File: src/rtl/video_timing_pkg.sv
// video_timing_pkg: shared timing-mode constants and the total-length helper
// used by the raster timing generator and its axis counters.
package video_timing_pkg;

  // One axis of a timing mode, in pixel clocks (H) or lines (V).
  typedef struct packed {
    int active;
    int fp;
    int sync;
    int bp;
  } axis_mode_t;

  localparam axis_mode_t MODE_1080P60_H = '{active: 1920, fp: 88,  sync: 44, bp: 148};
  localparam axis_mode_t MODE_1080P60_V = '{active: 1080, fp: 4,   sync: 5,  bp: 36};
  localparam axis_mode_t MODE_720P60_H  = '{active: 1280, fp: 110, sync: 40, bp: 220};
  localparam axis_mode_t MODE_720P60_V  = '{active: 720,  fp: 5,   sync: 5,  bp: 20};
  localparam axis_mode_t MODE_480P60_H  = '{active: 720,  fp: 16,  sync: 62, bp: 60};
  localparam axis_mode_t MODE_480P60_V  = '{active: 480,  fp: 9,   sync: 6,  bp: 30};

  function automatic int vt_total(input int active, input int fp, input int sync, input int bp);
    return active + fp + sync + bp;
  endfunction

endpackage

File: src/rtl/video_timing_gen_axis.sv
// timing_axis_counter: one raster axis. Counts 0..TOTAL-1 on each step and
// decodes the combinational active / sync flags from the current count.
//   clock, resetN : pixel clock, async active-low reset
//   step          : advance the count this edge
//   count         : current position
//   wrap          : count is at TOTAL-1 (next step returns to 0)
//   activeFlag    : count < ACTIVE
//   syncFlag      : sync level with POL applied (POL while in the sync window)
module timing_axis_counter
  import video_timing_pkg::*;
#(
  parameter int W      = 12,
  parameter int ACTIVE = 1920,
  parameter int FP     = 88,
  parameter int SYNC   = 44,
  parameter int BP     = 148,
  parameter int POL    = 1
) (
  input  logic         clock,
  input  logic         resetN,
  input  logic         step,
  output logic [W-1:0] count,
  output logic         wrap,
  output logic         activeFlag,
  output logic         syncFlag
);

  localparam int           TOTAL  = vt_total(ACTIVE, FP, SYNC, BP);
  localparam logic [W-1:0] LAST   = W'(TOTAL - 1);
  // One extra bit so a sync window ending exactly at 2**W still compares right.
  localparam logic [W:0]   ACT_E  = (W+1)'(ACTIVE);
  localparam logic [W:0]   SYNC_S = (W+1)'(ACTIVE + FP);
  localparam logic [W:0]   SYNC_E = (W+1)'(ACTIVE + FP + SYNC);
  localparam logic         POL_L  = (POL != 0);

  logic [W-1:0] cnt_q, cnt_d;

  always_comb begin
    cnt_d = cnt_q;
    if (step) cnt_d = wrap ? '0 : cnt_q + W'(1);
  end

  always_ff @(posedge clock or negedge resetN) begin
    if (!resetN) cnt_q <= '0;
    else         cnt_q <= cnt_d;
  end

  assign count      = cnt_q;
  assign wrap       = (cnt_q == LAST);
  assign activeFlag = ({1'b0, cnt_q} < ACT_E);
  assign syncFlag   = (({1'b0, cnt_q} >= SYNC_S) && ({1'b0, cnt_q} < SYNC_E)) ? POL_L : ~POL_L;

endmodule

File: src/rtl/video_timing_gen.sv
// video_timing_gen: full raster timing generator. Two axis counters (H, V)
// feed one output register stage, so every output lags the counters by one
// clock and coordinates always line up with deOut.
//   clock, resetN        : pixel clock, async active-low reset
//   enable               : counters and registered levels advance only when 1
//   hCount, vCount       : registered coordinates
//   deOut                : inside active area
//   hSyncOut, vSyncOut   : syncs with H_POL / V_POL asserted level
//   lineStart/frameStart : 1-cycle strobes for hCount==0 / (0,0)
// Optional feature (macro VT_OVERLAY_WINDOW_EN): adds WIN_* parameters and the
// winDe / winX / winY overlay window outputs, clipped to the active area.
module video_timing_gen
  import video_timing_pkg::*;
#(
  parameter int busWidth = 12,
  parameter int H_ACTIVE = 1920,
  parameter int H_FP     = 88,
  parameter int H_SYNC   = 44,
  parameter int H_BP     = 148,
  parameter int V_ACTIVE = 1080,
  parameter int V_FP     = 4,
  parameter int V_SYNC   = 5,
  parameter int V_BP     = 36,
  parameter int H_POL    = 1,
  parameter int V_POL    = 1
`ifdef VT_OVERLAY_WINDOW_EN
  ,
  parameter int WIN_X    = 0,
  parameter int WIN_Y    = 0,
  parameter int WIN_W    = 640,
  parameter int WIN_H    = 480
`endif
) (
  input  logic                clock,
  input  logic                resetN,
  input  logic                enable,
  output logic [busWidth-1:0] hCount,
  output logic [busWidth-1:0] vCount,
  output logic                deOut,
  output logic                hSyncOut,
  output logic                vSyncOut,
  output logic                lineStart,
  output logic                frameStart
`ifdef VT_OVERLAY_WINDOW_EN
  ,
  output logic                winDe,
  output logic [busWidth-1:0] winX,
  output logic [busWidth-1:0] winY
`endif
);

  localparam int   W      = busWidth;
  localparam logic H_IDLE = (H_POL == 0);
  localparam logic V_IDLE = (V_POL == 0);

  if (vt_total(H_ACTIVE, H_FP, H_SYNC, H_BP) > (1 << busWidth)) begin : g_bad_h
    $error("video_timing_gen: H_TOTAL exceeds 2**busWidth");
  end
  if (vt_total(V_ACTIVE, V_FP, V_SYNC, V_BP) > (1 << busWidth)) begin : g_bad_v
    $error("video_timing_gen: V_TOTAL exceeds 2**busWidth");
  end

  logic [W-1:0] h_cnt, v_cnt;
  logic         h_wrap, v_wrap, h_act, v_act, h_sync, v_sync;
  logic         unused_v_wrap;

  timing_axis_counter #(.W(W), .ACTIVE(H_ACTIVE), .FP(H_FP), .SYNC(H_SYNC), .BP(H_BP), .POL(H_POL))
    u_h (.clock(clock), .resetN(resetN), .step(enable), .count(h_cnt),
         .wrap(h_wrap), .activeFlag(h_act), .syncFlag(h_sync));

  timing_axis_counter #(.W(W), .ACTIVE(V_ACTIVE), .FP(V_FP), .SYNC(V_SYNC), .BP(V_BP), .POL(V_POL))
    u_v (.clock(clock), .resetN(resetN), .step(h_wrap && enable), .count(v_cnt),
         .wrap(v_wrap), .activeFlag(v_act), .syncFlag(v_sync));

  // The frame end is implied by the H/V counts; V wrap is not needed here.
  assign unused_v_wrap = v_wrap;

  logic [W-1:0] hcount_q, hcount_d, vcount_q, vcount_d;
  logic         de_q, de_d, hsync_q, hsync_d, vsync_q, vsync_d;
  logic         line_start_q, line_start_d, frame_start_q, frame_start_d;

  // Levels hold while disabled; strobes only fire on an advancing edge so a
  // paused raster never repeats a line/frame start.
  always_comb begin
    hcount_d      = hcount_q;
    vcount_d      = vcount_q;
    de_d          = de_q;
    hsync_d       = hsync_q;
    vsync_d       = vsync_q;
    line_start_d  = 1'b0;
    frame_start_d = 1'b0;
    if (enable) begin
      hcount_d      = h_cnt;
      vcount_d      = v_cnt;
      de_d          = h_act && v_act;
      hsync_d       = h_sync;
      vsync_d       = v_sync;
      line_start_d  = (h_cnt == '0);
      frame_start_d = (h_cnt == '0) && (v_cnt == '0);
    end
  end

  always_ff @(posedge clock or negedge resetN) begin
    if (!resetN) begin
      hcount_q      <= '0;
      vcount_q      <= '0;
      de_q          <= 1'b0;
      hsync_q       <= H_IDLE;
      vsync_q       <= V_IDLE;
      line_start_q  <= 1'b0;
      frame_start_q <= 1'b0;
    end else begin
      hcount_q      <= hcount_d;
      vcount_q      <= vcount_d;
      de_q          <= de_d;
      hsync_q       <= hsync_d;
      vsync_q       <= vsync_d;
      line_start_q  <= line_start_d;
      frame_start_q <= frame_start_d;
    end
  end

  assign hCount     = hcount_q;
  assign vCount     = vcount_q;
  assign deOut      = de_q;
  assign hSyncOut   = hsync_q;
  assign vSyncOut   = vsync_q;
  assign lineStart  = line_start_q;
  assign frameStart = frame_start_q;

`ifdef VT_OVERLAY_WINDOW_EN
  // Window edges clipped to the active area; widened by one bit so an edge
  // at 2**W compares correctly.
  localparam int         X_END_I = (WIN_X + WIN_W < H_ACTIVE) ? WIN_X + WIN_W : H_ACTIVE;
  localparam int         Y_END_I = (WIN_Y + WIN_H < V_ACTIVE) ? WIN_Y + WIN_H : V_ACTIVE;
  localparam logic [W:0] X_LO    = (W+1)'(WIN_X);
  localparam logic [W:0] Y_LO    = (W+1)'(WIN_Y);
  localparam logic [W:0] X_HI    = (W+1)'(X_END_I);
  localparam logic [W:0] Y_HI    = (W+1)'(Y_END_I);

  logic         win_in;
  logic         win_de_q, win_de_d;
  logic [W-1:0] win_x_q, win_x_d, win_y_q, win_y_d;

  assign win_in = ({1'b0, h_cnt} >= X_LO) && ({1'b0, h_cnt} < X_HI) &&
                  ({1'b0, v_cnt} >= Y_LO) && ({1'b0, v_cnt} < Y_HI);

  always_comb begin
    win_de_d = win_de_q;
    win_x_d  = win_x_q;
    win_y_d  = win_y_q;
    if (enable) begin
      win_de_d = win_in;
      win_x_d  = win_in ? h_cnt - X_LO[W-1:0] : '0;
      win_y_d  = win_in ? v_cnt - Y_LO[W-1:0] : '0;
    end
  end

  always_ff @(posedge clock or negedge resetN) begin
    if (!resetN) begin
      win_de_q <= 1'b0;
      win_x_q  <= '0;
      win_y_q  <= '0;
    end else begin
      win_de_q <= win_de_d;
      win_x_q  <= win_x_d;
      win_y_q  <= win_y_d;
    end
  end

  assign winDe = win_de_q;
  assign winX  = win_x_q;
  assign winY  = win_y_q;
`endif

endmodule
File: config.mk
export PLATFORM = sky130hd
export DESIGN_NAME = video_timing_gen
export DESIGN_NICKNAME = d
export VERILOG_FILES = /design/src/rtl/video_timing_pkg.sv /design/src/rtl/video_timing_gen_axis.sv /design/src/rtl/video_timing_gen.sv
export SDC_FILE = /design/constraint.sdc
export NUM_CORES = 1
export LEC_CHECK = 0
export ABC_AREA = 1
export CORE_MARGIN = 2
export CORE_UTILIZATION = 50
export DETAILED_ROUTE_END_ITERATION = 8
export GPL_ROUTABILITY_DRIVEN = 0
export GPL_TIMING_DRIVEN = 0
export PLACE_DENSITY_LB_ADDON = 0.08
export RECOVER_POWER = 100
export SLEW_MARGIN = 5
export SYNTH_ARGS = -nofsm -noshare
export SYNTH_HDL_FRONTEND = slang
export SYNTH_SLANG_ARGS = --single-unit
File: constraint.sdc
create_clock -name clock -period 1.3 [get_ports clock]
set_input_delay 0.325 -clock clock [delete_from_list [all_inputs] [get_ports clock]]
set_output_delay 0.325 -clock clock [all_outputs]
set_load 0.02 [all_outputs]
**After elaboration in Yosys (flattened, before gate mapping)**

Index checks and enable logic that the tools add are counted.

- Output and inout bits: 29
- Register bits after elaboration: 53

- Reduce and logical (&&, ||, !) cells: 7
- Mux-type cells: 6
- Add/sub/neg operators: 2
- Equality and inequality tests: 2
- Magnitude comparators: 6

Operators by type and width:

| cell | number |
|---|---|
| 12-bit by 11-bit < comparator with 1-bit output, second input constant | 3 |
| 12-bit by 1-bit adder with 12-bit output, second input constant | 2 |
| 12-bit by 11-bit greater-or-equal comparator with 1-bit output, second input constant | 2 |
| 12-bit logical NOT | 2 |
| 12-bit 2-to-1 mux | 2 |
| 12-bit by 11-bit equality test with 1-bit output, second input constant | 1 |
| 12-bit equality test, second input constant | 1 |
| 12-bit < comparator, second input constant | 1 |
| 1-bit logical AND | 5 |
| 1-bit 2-to-1 mux | 4 |

**Depth between registers and ports, before layout**

Gate-level depths: netlist of the first run.

- Depth after elaboration: 3
- Mapped depth: 8

**By module**

A second synthesis of the first run with hierarchy kept.

- Cell total of the unflattened synthesis: 377
- Area, all modules: 2788.9 µm²

Modules (own cells, without submodules):

| module | area each (µm²) | cells an instance | seq. area each (µm²) | instances |
|---|---|---|---|---|
| video_timing_gen | 1186.1 | 142 | 725.7 | 1 |
| timing_axis_counter (u_v) | 842.1 | 119 | 300.3 | 1 |
| timing_axis_counter (u_h) | 760.7 | 116 | 300.3 | 1 |

**Worst setup path after synthesis of the first run**

OpenSTA, ideal clock, no wires.

- Kind: reg-to-reg
- From: register u_h.cnt_q[0] (netlist: u_h.count[0])
- To: register u_v.cnt_q[6] (netlist: u_v.count[6])
- Stages on the path, launching flop included: 8
- Arrival time: 1.147 ns
- Library setup time: 0.119 ns
- Setup slack: 0.035 ns
- Period minus slack after synthesis: 1.265 ns
- Cells stage by stage: dfrtp_1 > ha_1 > inv_1 > nor2_4 > nand4_4 > buf_6 > nand2_1 > nand2_1

- Cells in the longest elaborated chain, start to end: 2

RTL lines:

| item | RTL line | source |
|---|---|---|
| start: declaration | video_timing_gen_axis.sv:36 | `logic [W-1:0] cnt_q, cnt_d;` |
| start signal: assignment | video_timing_gen_axis.sv:45 | `else cnt_q <= cnt_d;` |
| 12-bit equality test | video_timing_gen_axis.sv:49 | `assign wrap = (cnt_q == LAST);` |
| 1-bit logical AND | video_timing_gen.sv:72 | `u_v (.clock(clock), .resetN(resetN), .step(h_wrap && enable), .count(v_cnt),` |
| end signal: assignment | video_timing_gen_axis.sv:45 |  |
| end: declaration | video_timing_gen_axis.sv:36 |  |

Every way passes these cells.
A chain may end at the register's enable or synchronous reset.

**Worst setup path after layout of the first run**

- From: register u_h.cnt_q[5] (netlist: u_h.count[5])
- To: register u_v.cnt_q[11] (netlist: u_v.count[11])

Same word-level chain as after synthesis.

==> results of run 1 <==
[where the power goes]
| part | leakage (nW) | internal, W | switching, W |
|---|---|---|---|
| clock network | 0.0554 | 0.000579 | 0.000562 |
| registers | 0.673 | 0.00188 | 0.000203 |
| logic | 1.01 | 0.000462 | 0.000867 |
[cell families after synthesis]
family / share of synthesized area (%)
simple gates: 33.9
flops: 47.6
buf+inv: 7.72
compound gates: 6.82
xor+xnor: 2.20
fa+ha+maj: 1.80
[worst max-delay path, cell delays in order, from the launching register on]
cell	delay [ns]
dfrtp_2	0.48
inv_1	0.09
nand2_1	0.08
nor2_4	0.15
nand4_4	0.16
buf_6	0.19
nand2_1	0.07
nand2_1	0.05
[cells in the mapped netlist]
cell type,count
nand2_2,4
clkbuf_1,3
nand3_4,1
o21ai_2,2
o21ai_0,29
nand3b_1,3
dfrtp_1,53
xor2_1,7
ha_1,4
o2111ai_1,1
nor2_4,4
nand4_1,9
nand4_4,1
buf_6,2
nor3_1,10
nor2_1,35
inv_2,1
nor2_8,1
inv_1,36
nand2_1,109
buf_4,1
nor3_2,1
a21oi_2,1
nand3_1,26
buf_2,7
nor2_2,1
a21oi_1,2
[worst paths after layout]
path / startpoint / endpoint / slack, ns / cells past startpoint
max: u_h.count[5] / u_v.count[11] / -0.08 / 7
min reg2reg: hCount[5] / hCount[5] / 0.48 / 2
max in group asynchronous: resetN / u_v.count[8] / 0.38 / 2
max reg2reg: u_h.count[5] / u_v.count[11] / -0.08 / 7
min: resetN / u_h.count[5] / 0.004 / 1
min in group clock: hCount[5] / hCount[5] / 0.48 / 2
[flip-flops by register name, indices dropped and copies added (netlist names)]
register,cells
lineStart,1
u_h.count,12
deOut,1
u_v.count,12
hCount,12
vSyncOut,1
hSyncOut,1
frameStart,1
vCount,12
[per-layer routing]
layer / vias up / wire [um] / GRT usage [%]
met4: 0 / 102 / 6.14
met5: - / 0 / 0
met1: 1161 / 3190 / 34.0
met3: 9 / 399 / 4.37
met2: 90 / 3110 / 36.0
li1: 1240 / - / -
[area by class of cell]
cell class	count	area, um^2
buffer	13	85.1
clock buffer	6	72.6
clock inverter	2	38.8
fill	480	1970
inverter	37	141
multi-input combinational	252	1380
sequential	53	1330
tap	72	90.1
timing repair buffer	48	334
[per-stage QoR]
step | TNS [ns] | total power (W)
after floorplan | 0 | 0.00281
after global placement | -110.15 | 0.00322
after detailed placement | -19.04 | 0.00324
after CTS | -0.575 | 0.00449
after global routing | -2.40 | 0.00480
final | -0.785 | 0.00455
[repair_timing]
action | CTS | global route
setup buffers | 10 | 6
cloned | 0 | 1
pin swaps | 5 | 12
resized for setup | 105 | 61
setup endpoints to repair | 72 | 45
==> impl_metrics.py, run 1 <==
metrics = {
    "outcome": {
        "status": "complete, but fails checks",
        "violations": "setup timing",
    },
    "cts": {
        "ctsHoldBuffers": 0,
        "cts_tree": "built",
        "cts-root-buf": "clkbuf_8",
        "numClockSinks": 53,
        "clk_pin_slew_worst_paths_ns": 0.10,
        "clk_latency_ns": 0.31,
        "cts.path.max_buffers": 2,
        "cts_buffers": 5,
        "htree_levels": 2,
    },
    "timing": {
        "slew_headroom_pct": 59.3,
        "whs_ns": 0.00393,
        "skew_ns": 0.00801,
        "finalSetupViolCount": 16,
        "rsz0062_at_grt": "yes",
        "report.final.slew_viol_count": 0,
        "tightest_slew_ns": 0.611,
        "final.min_clock_period_ns": 1.38,
        "fin_ws_ns": -0.0762,
        "fmax_ghz": 0.727,
        "finalCritPeriodShare_pct": 106,
        "hold_violations": 0,
    },
    "yosys": {
        "ys_warn_count": 0,
        "yosysSeqAreaShare_pct": 47.6,
        "synth_top_area_cell": "dfrtp_1",
        "synth.area.top_cells": "dfrtp_1 (48%), nand2_1 (15%), o21ai_0 (5.2%)",
        "synth_top_area_share_pct": 47.6,
        "syn_area_per_cell_um2": 7.87,
        "netlist_instances": 354,
        "syn_area_mm2": 0.00279,
        "ys_ff_latch": 53,
        "yosys.cell_types.count": 27,
        "synth_fp_nets": 361,
    },
    "die": {
        "ioPinCount": 32,
        "core_mm2": 0.00544,
        "start_util_pct": 51.3,
        "die_width_um": 78.7,
        "die_h_um": 78.7,
        "die-area_mm2": 0.00619,
        "num_rows": 27,
    },
    "flow_run": {
        "cap_violations": 0,
    },
    "route": {
        "vias_per_cell": 5.18,
        "ant_nets": 0,
        "drcViolationCount": 0,
        "drt_iter0_drc": 214,
        "vias": 2500,
        "wl_per_cell_um": 14.1,
        "drtPass1Iterations": 7,
        "drt-total-wl_mm": 6.80,
    },
    "final_layout": {
        "final_common_cell": "nand2_1",
        "final_area_mm2": 0.00347,
        "mostFrequentLayoutCells": "nand2_1 (104), dfrtp_1 (48), o21ai_0 (26)",
        "syn2layout_area_growth_pct": 24.6,
        "finish.utilization_pct": 63.8,
        "diodes": 0,
        "stdcell_count": 483,
        "finalNetCount": 417,
        "drive_gt1_share_pct": 30.9,
    },
    "grt": {
        "antenna_found_initial": 0,
        "grt_max_degree": 30,
        "grt_util_all_layers_pct": 23.4,
        "grt_overflow": 0,
        "grt_pass1_vias": 2329,
        "grt_pass1_wl_mm": 11.4,
    },
    "setup_path": {
        "crit_required_ns": 1.51,
        "cp-start-kind": "register",
        "cp_max_fo": 10,
        "critPathCaptureType": "register",
        "critPathKind": "register to register",
        "crit_arrival_ns": 1.58,
    },
    "placed_design": {
        "place_inst": 458,
        "dpl_cell_area_mm2": 0.00320,
        "hpwl_mm": 4.60,
        "post-place-ws_ns": -0.577,
        "portBuffers": 31,
    },
    "pwr": {
        "power_density_mw_per_mm2": 1310,
        "ir_drop_mv": 0.758,
        "p_leak_nw": 1.74,
    },
    "min_path": {
        "hp-class": "input port to async pin",
    },
}
No activity file was read; power rests on OpenSTA's default activity.
==> run 2: changes to the inputs <==
--- a/config.mk
+++ b/config.mk
@@ -7,7 +7,7 @@
 export LEC_CHECK = 0
 export ABC_AREA = 1
 export CORE_MARGIN = 2
-export CORE_UTILIZATION = 50
+export CORE_UTILIZATION = 45
 export DETAILED_ROUTE_END_ITERATION = 8
 export GPL_ROUTABILITY_DRIVEN = 0
 export GPL_TIMING_DRIVEN = 0
==> constraint.sdc (replaced) <==
create_clock -name clock -period 1.49 [get_ports clock]
set_input_delay 0.3725 -clock clock [delete_from_list [all_inputs] [get_ports clock]]
set_output_delay 0.3725 -clock clock [all_outputs]
set_load 0.02 [all_outputs]
==> impl_metrics.py, run 2 (synthesis gave the netlist of run 1 again) <==
metrics = {
    "final_layout": {
        "final_area_mm2": 0.00329,
        "fillers": 604,
        "final_common_cell": "nand2_1",
        "mostFrequentLayoutCells": "nand2_1 (110), dfrtp_1 (52), nor2_1 (34)",
        "syn2layout_area_growth_pct": 17.9,
        "drive_gt1_share_pct": 11.6,
        "finish.utilization_pct": 55.2,
        "diodes": 0,
        "finalNetCount": 404,
    },
    "timing": {
        "tightest_slew_ns": 1.22,
        "setup_tns_ns": 0,
        "skew_ns": 0.00904,
        "final.min_clock_period_ns": 1.42,
        "finalSetupViolCount": 0,
        "fmax_ghz": 0.705,
        "hold_violations": 0,
        "report.final.slew_viol_count": 0,
        "slew_headroom_pct": 18.8,
        "rsz0062_at_grt": "yes",
        "finalCritPeriodShare_pct": 95.1,
    },
    "cts": {
        "clk_pin_slew_worst_paths_ns": 0.10,
        "clk_latency_ns": 0.31,
        "cts_tree": "built",
        "htree_levels": 2,
        "numClockSinks": 53,
        "cts_buffers": 5,
        "cts-root-buf": "clkbuf_8",
        "cts.path.max_buffers": 2,
        "ctsHoldBuffers": 0,
    },
    "setup_path": {
        "crit_end": "vCount[1]",
        "slowest_delay_ns": 0.41,
        "worst_r2r_endpoint": "u_h.count[11]",
        "crit_arrival_ns": 1.05,
        "cp_slowest_cell": "dfrtp_1",
        "crit_cells": 1,
        "r2r_cells": 7,
        "cp_max_fo": 2,
        "startpoint": "vCount[1]",
        "cp-start-kind": "register",
        "regToRegSetupSlack_ns": 0.09,
        "crit_required_ns": 1.12,
        "critPathCaptureType": "primary output",
        "critPathKind": "register to primary output",
        "cp_cell_sequence": "dlygate4sd2_1",
        "path_buf_inv": 1,
        "r2r_start": "u_h.count[5]",
        "crit_family": "flip-flops",
    },
    "die": {
        "die_h_um": 82.7,
        "ioPinCount": 32,
        "die-area_mm2": 0.00684,
        "core_mm2": 0.00596,
        "die_width_um": 82.7,
        "start_util_pct": 46.8,
        "num_rows": 28,
    },
    "route": {
        "drcViolationCount": 0,
        "wl_per_cell_um": 13.3,
        "vias_per_cell": 5.05,
        "vias": 2387,
        "drt_iter0_drc": 124,
        "drtPass1Iterations": 4,
        "ant_nets": 0,
        "drt-total-wl_mm": 6.30,
    },
    "grt": {
        "grt_util_all_layers_pct": 20.6,
        "grt_pass1_vias": 2171,
        "grt_overflow": 0,
        "grt_pass1_wl_mm": 10.6,
        "grt_max_degree": 33,
        "antenna_found_initial": 0,
    },
    "placed_design": {
        "hpwl_mm": 4.76,
        "dpl_cell_area_mm2": 0.00321,
        "portBuffers": 31,
    },
    "min_path": {
        "hp-class": "input port to async pin",
    },
    "pwr": {
        "ir_drop_mv": 0.718,
        "power_density_mw_per_mm2": 1090,
        "p_leak_nw": 1.71,
    },
    "outcome": {
        "status": "completed",
    },
    "flow_run": {
        "cap_violations": 0,
    },
}
==> run 2: final cells by class <==
class	count	area, um^2	area share (%)
Sequential cell	53	1330	40.4
Clock inverter	2	10.0	0.305
Buffer	13	77.6	2.36
Inverter	37	139	4.23
Tap cell	75	93.8	2.86
Multi-Input combinational cell	251	1250	38.2
Clock buffer	6	72.6	2.21
Timing Repair Buffer	36	312	9.48
==> run 2: worst min path at each step <==
stage / depth (start not counted) / slack (ns) / endpoint / start
after floorplan: 0 / 0.08 / deOut / resetN
after global placement: 2 / 0.45 / vCount[3] / vCount[3]
after detailed placement: 1 / 0.38 / hCount[3] / resetN
after CTS: 1 / 0.04 / hCount[3] / resetN
after global routing: 1 / 0.38 / hCount[3] / resetN
final: 1 / 0.28 / hCount[3] / resetN
==> run 2: through the flow <==
step	power (W)	instances	setup slack, ns	hold slack (ns)
floorplan	0.00245	354	0.225	0.0769
global placement	0.00282	460	-1.59	0.452
detailed placement	0.00284	461	-0.402	0.383
CTS	0.00359	469	0.00355	0.0373
global route	0.00382	473	-0.0266	0.377
finish	0.00357	473	0.0723	0.283
==> run 2: per-layer routing <==
metal / wire length [um] / GRT usage, % / vias to the layer above
li1: - / - / 1221
met1: 3200 / 30.5 / 1102
met2: 2700 / 30.5 / 58
met3: 323 / 4.24 / 6
met4: 76 / 6.07 / 0
met5: 0 / 0 / -
==> run 2: repair_timing <==
item	in CTS	in global routing
resized for setup	32	16
pin swaps	0	5
buffers inserted	0	4
endpoints found under the setup margin	51	28
hold endpoints to repair	0	0
==> run 2: power breakdown <==
group          switching, W  total (W)  internal, W
sequential         0.000183    0.00182      0.00163
clock              0.000479   0.000806     0.000327
combinational      0.000635   0.000951     0.000316
==> run 3: changes to the inputs <==
--- a/config.mk
+++ b/config.mk
@@ -6,6 +6,7 @@
 export NUM_CORES = 1
 export LEC_CHECK = 0
 export ABC_AREA = 1
+export CORE_ASPECT_RATIO = 0.9
 export CORE_MARGIN = 2
 export CORE_UTILIZATION = 45
 export DETAILED_ROUTE_END_ITERATION = 8
==> impl_metrics.py, run 3 (synthesis gave the netlist of run 1 again) <==
metrics = {
    "outcome": {
        "status": "completed",
    },
    "grt": {
        "grt_overflow": 0,
        "antenna_found_initial": 0,
        "grt_max_degree": 36,
        "grt_util_all_layers_pct": 20.0,
        "grt_pass1_wl_mm": 10.7,
        "grt_pass1_vias": 2208,
    },
    "cts": {
        "cts-root-buf": "clkbuf_8",
        "numClockSinks": 53,
        "clk_pin_slew_worst_paths_ns": 0.09,
        "cts.path.max_buffers": 2,
        "htree_levels": 2,
        "cts_tree": "built",
        "clk_latency_ns": 0.30,
        "cts_buffers": 5,
        "ctsHoldBuffers": 0,
    },
    "pwr": {
        "power_density_mw_per_mm2": 1100,
        "ir_drop_mv": 0.668,
        "power.total_w": 0.00363,
        "swShare_pct": 35.5,
        "p_leak_nw": 1.71,
        "internal_power_w": 0.00234,
        "combPwrFrac_pct": 27.5,
        "p_seq_share_pct": 50.3,
        "clockPowerShare_pct": 22.3,
        "power_switching_w": 0.00129,
    },
    "setup_path": {
        "slowest_delay_ns": 0.40,
        "r2r_cells": 7,
        "startpoint": "vCount[2]",
        "cp-start-kind": "register",
        "critPathCaptureType": "primary output",
        "crit_family": "flip-flops",
        "crit_required_ns": 1.12,
        "path_buf_inv": 1,
        "worst_r2r_endpoint": "u_v.count[3]",
        "crit_end": "vCount[2]",
        "cp_slowest_cell": "dfrtp_1",
        "critPathKind": "register to primary output",
        "r2r_start": "u_v.count[1]",
        "crit_cells": 1,
        "crit_arrival_ns": 1.02,
        "cp_cell_sequence": "dlygate4sd2_1",
        "cp_max_fo": 2,
        "regToRegSetupSlack_ns": 0.10,
    },
    "route": {
        "ant_nets": 0,
        "drtPass1Iterations": 4,
        "wl_per_cell_um": 13.3,
        "vias": 2421,
        "drt_iter0_drc": 163,
        "vias_per_cell": 5.16,
        "drcViolationCount": 0,
        "drt-total-wl_mm": 6.24,
    },
    "timing": {
        "whs_ns": 0.237,
        "fin_ws_ns": 0.0939,
        "final.min_clock_period_ns": 1.40,
        "setup_tns_ns": 0,
        "report.final.slew_viol_count": 0,
        "slew_headroom_pct": 28.7,
        "finalCritPeriodShare_pct": 93.7,
        "fmax_ghz": 0.716,
        "finalSetupViolCount": 0,
        "hold_violations": 0,
        "skew_ns": 0.00458,
        "tightest_slew_ns": 1.07,
    },
    "final_layout": {
        "syn2layout_area_growth_pct": 18.7,
        "drive_gt1_share_pct": 11.1,
        "final_common_cell": "nand2_1",
        "stdcell_count": 469,
        "finalNetCount": 404,
        "diodes": 0,
        "mostFrequentLayoutCells": "nand2_1 (109), dfrtp_1 (52), inv_1 (35)",
    },
    "die": {
        "num_rows": 27,
        "die_h_um": 78.7,
        "die_width_um": 87.0,
        "die-area_mm2": 0.00684,
        "start_util_pct": 46.1,
        "core_mm2": 0.00605,
        "ioPinCount": 32,
    },
    "placed_design": {
        "post-place-ws_ns": -0.422,
        "portBuffers": 31,
        "hpwl_mm": 4.68,
        "place_inst": 458,
    },
    "flow_run": {
        "cap_violations": 0,
    },
    "min_path": {
        "hp-class": "input port to async pin",
    },
}
[run 3: cell types whose count changed in the layout (fill, tap and decap cells not counted), sizes merged]
| cell | change |
|---|---|
| clkinv | -2 |
| clkbuf | +1 |
[run 3: final cells by class]
class | instances | area, um^2
timing repair buffer | 36 | 312
tap | 72 | 90.1
clock buffer | 7 | 86.3
inverter | 37 | 139
sequential | 53 | 1330
buffer | 13 | 80.1
fill | 605 | 2740
multi-input combinational | 251 | 1270
[run 3: worst min-delay path by stage]
stage	to	slack, ns	depth (start not counted)
finish	hCount[3]	0.24	1
global route	hCount[3]	0.32	1
CTS	hCount[3]	0.01	1
global placement	vCount[5]	0.45	2
detailed placement	hCount[3]	0.34	1
floorplan	deOut	0.08	0
[run 3: worst reg2reg max path: stages (launching register included)]
cell and delay [ns]:
dfrtp_1 0.42, inv_1 0.11, ha_1 0.16, inv_1 0.06, nor3_2 0.16, nand3_2 0.18
nand3b_1 0.14, nand2_1 0.06
[run 3: stage by stage]
stage / cell area (um^2) / util, %
floorplan: 2790 / -
global placement: 3190 / 52.7
detailed placement: 3200 / 53.0
CTS: 3270 / 54.1
global route: 3310 / 54.7
finish: 3310 / 54.7
[run 3: power by group through the flow]
stage | registers [W] | clock network (W) | logic (W)
after detailed placement | 0.00185 | 0 | 0.000992
after floorplan | 0.00192 | 0 | 0.000536
final | 0.00182 | 0.000808 | 0.000996
after CTS | 0.00182 | 0.000840 | 0.000943
after global placement | 0.00185 | 0 | 0.000980
after global routing | 0.00186 | 0.000895 | 0.00111
[run 3: timing repair]
item | CTS | global route
setup endpoints to repair | 50 | 32
pin swaps | 0 | 2
setup buffers | 0 | 4
gates resized for setup | 35 | 9
[run 3: layer usage]
metal / part of all wire [%] / GRT usage [%]
met1: 53 / 31.3
met2: 40 / 27.9
met3: 5.8 / 3.26
met4: 0.88 / 5.94
met5: 0 / 0
==> patch: new RTL, settings of run 3 <==
`busWidth`: 12 -> 13.
--- a/src/rtl/video_timing_gen.sv
+++ b/src/rtl/video_timing_gen.sv
@@ -12,7 +12,7 @@
 module video_timing_gen
   import video_timing_pkg::*;
 #(
-  parameter int busWidth = 12,
+  parameter int busWidth = 13,
   parameter int H_ACTIVE = 1920,
   parameter int H_FP     = 88,
   parameter int H_SYNC   = 44,
Ports: changed (resized hCount and vCount); port bits go from 32 to 34. No check against the original RTL was run, so the function may have changed too.
==> patch against run 3 <==
  * Worst setup slack got worse by 0.068 ns
  * Global-route usage up 1.7 points
  * Non-clock buffer count is 11 higher
  * Final area increased by 14%
  * Largest cell class unchanged
  * Synthesized area grew 3.2%
  * Power increased by 22%
  * Sequential cell count is 4 higher
  * Wire length increased by 16%
==> patch: results (changes against run 3) <==
stage,metric,value,unit,change
synth,synth_area_leaders,"dfrtp_1 50%, nand2_1 14%, nor2_1 5.9%",,"was dfrtp_1 48%, nand2_1 15%, o21ai_0 5.2%"
place,dpl.hpwl,5090,microns,was 4680 microns
clock_network,numCtsBuffers,9,,was 5
place,placed_cells,487,,was 458
place,place_area,3330,sq um,was 3200 sq um
sta,holdWs,0.259,ns,was 0.237 ns
detailed_routing,routed_via_density,5.17,,was 5.16
synth,synth-async-reset-ratio,100,%,unchanged
synth,ys.flop_type,dfrtp_1,,unchanged
global_route,grt_pass1_vias,2373,,was 2208
floorplanning,core_area,6150,sq um,was 6050 sq um
setup_path,slowest_delay,0.42,ns,was 0.40 ns
clock_network,htreeDepth,3,,was 2
setup_path,rrSetupSlack,0.03,ns,was 0.10 ns
synth,seq_area_frac_synth,49.6,%,was 47.6%
place,io_buffers,33,,was 31
clock_network,max-clock-path-buffers,2,,unchanged
clock_network,cts-root-buf,clkbuf_8,,unchanged
setup_path,cp_max_fo,10,,was 2
sta,finClkSkew,0.00984,ns,was 0.00458 ns
synth,synth_common_cells,"106 x nand2_1, 57 x dfrtp_1, 45 x nor2_1",,"was 109 x nand2_1, 53 x dfrtp_1, 36 x inv_1"
detailed_routing,drt-total-wl,7260,microns,was 6240 microns
place,dp_worst_setup_slack,-0.463,ns,was -0.422 ns
setup_path,worstReg2RegStart,u_h.count[0],,was u_v.count[1]
setup_path,r2r_end,u_v.count[0],,was u_v.count[3]
global_route,grt_pass1_wl,11700,microns,was 10700 microns
synth,avgSynthCellArea,7.86,sq um,was 7.87 sq um
global_route,grt_usage,21.7,%,was 20.0%
setup_path,arrival,1.69,ns,was 1.02 ns
pwr,p_leak,1.85,nW,was 1.71 nW
clock_network,clkTransAtPathRegs,0.06,ns,was 0.09 ns
pwr,vdd_ir_drop_max,968,uV,was 668 uV
synth,syn_nets,373,,was 361
detailed_routing,wl_per_cell,14.0,microns,was 13.3 microns
detailed_routing,drtIter0Drc,205,,was 163
synth,yosys.cell_types.count,25,,was 27
layout,fin_nets,432,,was 404
setup_path,crit_path_top_delay_cell,dfrtp_1,,unchanged
detailed_routing,first_pass_iters,5,,was 4
global_route,grt_max_degree,39,,was 36
clock_network,clk_latency,0.34,ns,was 0.30 ns
outcome,outcome,completed,,unchanged
setup_path,startpoint_type,register,,unchanged
sta,slew_headroom,21.0,%,was 28.7%
layout,layout-drive-gt1-share,18.4,%,was 11.1%
-- patch: how the worst max path moves through the flow --
stage | endpoint | depth (start not counted) | slack, ns
3_5_place_dp | u_h.count[12] | 7 | -0.46
2_1_floorplan | u_h.count[12] | 7 | 0.13
4_1_cts | u_v.count[0] | 7 | 0.003
6_report | u_v.count[0] | 7 | 0.03
5_1_grt | u_v.count[7] | 7 | -0.04
3_3_place_gp | vCount[1] | 1 | -1.75
-- patch: critical path: cells and delay by family (launching register included) --
family | cells | cell delay, ns
flip-flops | 1 | 0.42
adder cells (fa/ha/maj) | 1 | 0.20
buffers and inverters | 1 | 0.18
AND/OR/NAND/NOR | 4 | 0.52
AO/OA/AOI/OAI | 1 | 0.05
-- patch: cell type report --
cell class	instances	area, sq um
tap	87	109
fill	550	2390
clock inverter	2	35.0
sequential	57	1440
inverter	37	141
multi-input combinational	260	1350
timing repair buffer	48	443
buffer	12	71.3
clock buffer	14	173
-- patch: through the flow --
step / utilization (%) / TNS [ns]
global placement: 53.9 / -114.11
floorplan: - / 0
global route: 61.1 / -0.362
detailed placement: 54.2 / -13.95
finish: 61.1 / 0
CTS: 58.0 / 0
-- patch: report_power, final --
group          internal [W]  switching, W  leakage, nW  total [W]
registers           0.00175      0.000192        0.726    0.00194
logic              0.000343      0.000652         1.01   0.000995
clock network      0.000908      0.000597        0.107    0.00151
total               0.00300       0.00144         1.85    0.00444
-- patch: timing repair --
item | in CTS | in global routing
pin swaps | 2 | 9
cloned | 0 | 1
setup buffers | 6 | 7
gates resized for setup | 41 | 34
endpoints found under the setup margin | 52 | 18
-- patch: kinds of logic after synthesis --
kind of cell / count (synthesis) / share of synthesized area (%)
xor gates and xnor gates: 12 / 3.65
DFF: 57 / 49.6
and+or+nand+nor: 202 / 29.6
adders and majority gates: 4 / 1.74
buffers and inverters: 49 / 7.09
AOI/OAI and AO/OA: 42 / 8.31
-- patch: metal layers --
layer / vias up / share of wire (%) / track usage [%]
met1: 1266 / 51 / 34.2
li1: 1298 / - / -
met4: 0 / 1.3 / 8.48
met5: - / 0 / 0
met3: 11 / 5.8 / 3.41
met2: 97 / 42 / 29.2
